--- src/rtl/ahb_pkg.sv ---
// Shared AHB-lite encodings and the memory-arbiter state type.
package ahb_pkg;

  localparam logic [1:0] HTRANS_IDLE   = 2'b00;
  localparam logic [1:0] HTRANS_BUSY   = 2'b01;
  localparam logic [1:0] HTRANS_NONSEQ = 2'b10;
  localparam logic [1:0] HTRANS_SEQ    = 2'b11;

  localparam logic [2:0] HSIZE_BYTE     = 3'b000;
  localparam logic [2:0] HSIZE_HALFWORD = 3'b001;
  localparam logic [2:0] HSIZE_WORD     = 3'b010;

  typedef enum logic [1:0] {
    ST_IDLE     = 2'd0,
    ST_ADDR     = 2'd1,
    ST_DATA     = 2'd2,
    ST_RESP_ERR = 2'd3
  } arb_state_t;

endpackage

--- src/rtl/rr_arb2.sv ---
// Combinational two-way round-robin grant: with both eligible, the one not
// granted last time wins; otherwise the sole eligible requester wins.
module rr_arb2 (
  input  logic [1:0] i_eligible,
  input  logic       i_last_grant,
  output logic       o_gnt_valid_c,
  output logic       o_gnt_idx_c
);

  always_comb begin
    o_gnt_valid_c = |i_eligible;
    o_gnt_idx_c   = 1'b0;
    if (&i_eligible) begin
      o_gnt_idx_c = ~i_last_grant;
    end else if (i_eligible[1]) begin
      o_gnt_idx_c = 1'b1;
    end
  end

endmodule

--- src/rtl/ahb_mem_arbiter.sv ---
// Two-requester AHB-lite master sharing one data-memory slave; issues one
// non-pipelined single WORD transfer at a time with round-robin arbitration.
module ahb_mem_arbiter
  import ahb_pkg::*;
#(
  parameter int unsigned ADDR_WIDTH = 32,
  parameter int unsigned DATA_WIDTH = 32
) (
  input  logic                       i_hclk,
  input  logic                       i_hreset,
  input  logic [1:0]                 i_req,
  input  logic [1:0]                 i_we,
  input  logic [1:0][ADDR_WIDTH-1:0] i_addr,
  input  logic [1:0][DATA_WIDTH-1:0] i_wdata,
  output logic [1:0]                 o_done,
  output logic [1:0]                 o_err,
  output logic [DATA_WIDTH-1:0]      o_rdata,
  output logic                       o_busy,
  output logic                       o_hsel,
  output logic [1:0]                 o_htrans,
  output logic [ADDR_WIDTH-1:0]      o_haddr,
  output logic                       o_hwrite,
  output logic [2:0]                 o_hsize,
  output logic [DATA_WIDTH-1:0]      o_hwdata,
  input  logic                       i_hreadyout,
  input  logic                       i_hresp,
  input  logic [DATA_WIDTH-1:0]      i_hrdata
);

  arb_state_t r_state;
  logic       r_last_grant;
  logic [1:0] w_eligible;
  logic       w_gnt_valid;
  logic       w_gnt_idx;

  // A requester being acknowledged this cycle must not start a second transfer.
  assign w_eligible = i_req & ~o_done;

  rr_arb2 u_rr_arb2 (
    .i_eligible   (w_eligible),
    .i_last_grant (r_last_grant),
    .o_gnt_valid_c(w_gnt_valid),
    .o_gnt_idx_c  (w_gnt_idx)
  );

  // o_haddr/o_hwrite/o_hwdata double as the latched request payload.
  always_ff @(posedge i_hclk or negedge i_hreset) begin
    if (!i_hreset) begin
      r_state      <= ST_IDLE;
      r_last_grant <= 1'b1;
      o_hsel       <= 1'b0;
      o_htrans     <= HTRANS_IDLE;
      o_haddr      <= '0;
      o_hwrite     <= 1'b0;
      o_hsize      <= HSIZE_WORD;
      o_hwdata     <= '0;
      o_done       <= '0;
      o_err        <= '0;
      o_rdata      <= '0;
      o_busy       <= 1'b0;
    end else begin
      o_done <= '0;
      o_err  <= '0;
      case (r_state)
        ST_IDLE: begin
          if (w_gnt_valid) begin
            r_last_grant <= w_gnt_idx;
            o_busy       <= 1'b1;
            if (i_addr[w_gnt_idx][1:0] != 2'b00) begin
              r_state <= ST_RESP_ERR;
            end else begin
              r_state  <= ST_ADDR;
              o_hsel   <= 1'b1;
              o_htrans <= HTRANS_NONSEQ;
              o_hsize  <= HSIZE_WORD;
              o_haddr  <= i_addr[w_gnt_idx];
              o_hwrite <= i_we[w_gnt_idx];
              o_hwdata <= i_wdata[w_gnt_idx];
            end
          end
        end
        ST_ADDR: begin
          o_hsel   <= 1'b0;
          o_htrans <= HTRANS_IDLE;
          r_state  <= ST_DATA;
        end
        ST_DATA: begin
          if (i_hreadyout) begin
            o_done[r_last_grant] <= 1'b1;
            o_err[r_last_grant]  <= i_hresp;
            if (!o_hwrite) begin
              o_rdata <= i_hrdata;
            end
            o_busy  <= 1'b0;
            r_state <= ST_IDLE;
          end
        end
        ST_RESP_ERR: begin
          o_done[r_last_grant] <= 1'b1;
          o_err[r_last_grant]  <= 1'b1;
          o_busy               <= 1'b0;
          r_state              <= ST_IDLE;
        end
        default: begin
          o_busy  <= 1'b0;
          r_state <= ST_IDLE;
        end
      endcase
    end
  end

endmodule

--- config.mk ---
export PLATFORM = sky130hd
export DESIGN_NAME = ahb_mem_arbiter
export DESIGN_NICKNAME = d
export VERILOG_FILES = /design/src/rtl/ahb_pkg.sv /design/src/rtl/rr_arb2.sv /design/src/rtl/ahb_mem_arbiter.sv
export SDC_FILE = /design/constraint.sdc
export NUM_CORES = 1
export LEC_CHECK = 0
export CORE_ASPECT_RATIO = 1.4
export CORE_MARGIN = 2
export CORE_UTILIZATION = 39
export CTS_BUF_LIST = sky130_fd_sc_hd__clkbuf_16
export DETAILED_ROUTE_END_ITERATION = 12
export PLACE_DENSITY = 0.8
export SLEW_MARGIN = 40
export SYNTH_ARGS = -nofsm -noshare
export SYNTH_HDL_FRONTEND = slang
export SYNTH_SLANG_ARGS = --single-unit
export TNS_END_PERCENT = 30
--- constraint.sdc ---
create_clock -name i_hclk -period 2.2 [get_ports i_hclk]
set_input_delay 0.55 -clock i_hclk [delete_from_list [all_inputs] [get_ports i_hclk]]
set_output_delay 0.55 -clock i_hclk [all_outputs]
set_load 0.02 [all_outputs]
==> metrics.cfg <==
[global_routing]
grt_pass1_vias=4082
grt_pass1_wl_um=21000
track_usage_pct=19.3
grt_overflow=0
grt_max_degree=50
antenna_found_initial=0

[worst_setup_path]
reg2reg_slack_ns=0.36
r2r_cells=5
critPathKind=input port to register
critPathArrivalTime_ns=2.24
r2r_start=r_last_grant$_DFFE_PN1P_
regToRegEndpoint=o_haddr[13]$_DFFE_PN0P_
startpoint_type=input port
required_ns=2.42
end_kind=register
crit_fanout=21

[drt]
drt_iter0_drc=60
wl_per_cell_um=17.7
drt_first_pass_iters=4
vias=3690
vias_per_cell=4.87
ant_nets=0
drc=0
wl_um=13400

[cells_and_area]
fill_cells=982
mostFrequentLayoutCells=270 x clkdlybuf4s50_1, 105 x dfrtp_1, 81 x mux2_2
antenna_cells=0
final_nets=767
fin_cells=757
final_common_cell=clkdlybuf4s50_1
drive_above_1_share_pct=27.3
syn2layout_area_growth_pct=63.3
final_util_pct=64.9

[clock_network]
clock_path_buffers=2
h-tree-depth=3
clkLatencyLatePin_ns=0.34
path_clk_slew_ns=0.07
numCtsBuffers=9
cts_tree=done
root_buffer=clkbuf_16
cts_resized=0
cts-hold-fix-buffers=0
cts.sinks=106
postCtsSetupBuffers=0

[placed_design]
io_buffers=271
dpl_worst_slack_ns=-0.167
dp_cells=741
gp_congestion=0.813
place_hpwl_um=10600

[die]
die_h_um=139
dieArea_um2=13900
ios=276
die_w_um=100
coreArea_um2=12800
fp-row-count=49
initial_utilization_pct=39.7

[synthesis]
synth-seq-area-share_pct=52.4
netlist.area_leader.share_pct=51.8
synth_area_leaders=dfrtp_1 52%, mux2_2 18%, mux2_4 15%
yosys_warnings=0
synthCells=326
synthesis.area_um2=5070
synth_area_leader_cell=dfrtp_1
ys_types=30
syn_area_per_cell_um2=15.5
ys_seq_elements=106

[timing]
setup_ws_ns=0.174
finalCriticalPeriod_ns=2.03
min_period_over_period_pct=92.1
clock_skew_ns=0.00816
fmax_ghz=0.494
maxSlewViolCount=0
hold_viol=0
rsz0062_at_grt=false
finalSetupViolations=0

[power_and_ir_drop]
power.density_nw_per_um2=1310
vdd_drop_max_mv=0.751
p_total_mw=10.9
leakage_nw=3.54

[hold_path]
hold_path.class=input port to asynchronous set/reset pin

[status]
outcome=completed

[run]
cap_violations=0

==> where the power goes <==
group | internal, mW | switching [mW] | total (mW)
Clock | 0.997 | 0.717 | 1.71
Sequential | 2.91 | 0.523 | 3.44
Combinational | 3.18 | 2.54 | 5.73
Total | 7.09 | 3.78 | 10.9
==> state kept, by name (all words and copies together) (netlist names) <==
name,flops
o_htrans,1
r_last_grant,1
o_hwrite,1
r_state,2
o_rdata,32
o_hwdata,32
o_busy,1
o_haddr,32
o_done,2
o_err,2
==> worst max path at each step <==
| stage | slack [ns] | start | to | cells past startpoint |
|---|---|---|---|---|
| floorplan | 0.46 | i_req[1] | o_haddr[23]$_DFFE_PN0P_ | 6 |
| detailed placement | -0.17 | i_req[1] | o_haddr[13]$_DFFE_PN0P_ | 6 |
| global placement | -0.14 | i_req[1] | o_hwdata[17]$_DFFE_PN0P_ | 6 |
| CTS | 0.19 | i_req[1] | o_haddr[13]$_DFFE_PN0P_ | 6 |
| global route | 0.13 | i_req[1] | o_haddr[13]$_DFFE_PN0P_ | 6 |
| finish | 0.17 | i_req[1] | o_haddr[13]$_DFFE_PN0P_ | 6 |
==> through the flow <==
stage               hold WS (ns)  area (um^2)  setup TNS, ns
floorplan                  0.254         5080              0
global placement           0.436         7960          -8.09
detailed placement         0.434         7960          -8.61
CTS                       0.0636         8280              0
global route              0.0638         8280              0
finish                    0.0657         8280              0
==> synth_stat cells <==
master       n
dfstp_2      1
nand2_1      2
conb_1       2
buf_2        6
nor2_1       4
nand4_1      1
a21oi_1      4
o21a_1       1
and3_1       2
buf_6       12
dfrtp_1    105
and2_1       1
inv_1        5
buf_4        5
a31o_2       1
nor2_2       1
mux2_1      27
nor3b_1      2
o22ai_1      2
o2111ai_2    1
nand2b_1     2
mux2_2      81
mux2i_1      1
nor4b_4      1
mux2_4      50
o21ai_0      1
nand2_2      1
nor2b_1      2
o32ai_1      1
nand3b_1     1
==> per-layer routing <==
layer	up-vias	part of all wire (%)	track usage, %
met5	-	0	0
met4	0	3.1	8.58
met3	27	7.0	4.79
met2	160	53	34.6
met1	1806	36	21.1
li1	1697	-	-
==> worst max-delay path, cell delays in order <==
cell,delay [ns]
clkdlybuf4s50_1,0.47
nor2b_1,0.26
nand2_4,0.13
buf_12,0.19
mux2_1,0.33
mux2_1,0.30
==> cells by family (layout without fill, tap and decap cells) <==
family	after synthesis	count (layout)	synth area share [%]
buffers and inverters	28	304	4.37
other	2	4	0.148
and+or+nand+nor	20	20	2.59
DFF	106	106	52.4
muxes	159	159	39.0
AOI/OAI and AO/OA	11	11	1.53
==> final cells by class <==
type                            instances  area, um^2  area share, %
Clock buffer                            9         225           2.72
Clock inverter                          7        92.6           1.12
Inverter                                5        18.8          0.227
Multi-Input combinational cell        194        2210           26.7
Sequential cell                       106        2650           32.1
Tap cell                              153         191           2.31
Timing Repair Buffer                  283        2890           34.9
No activity file was read; power rests on OpenSTA's default activity.
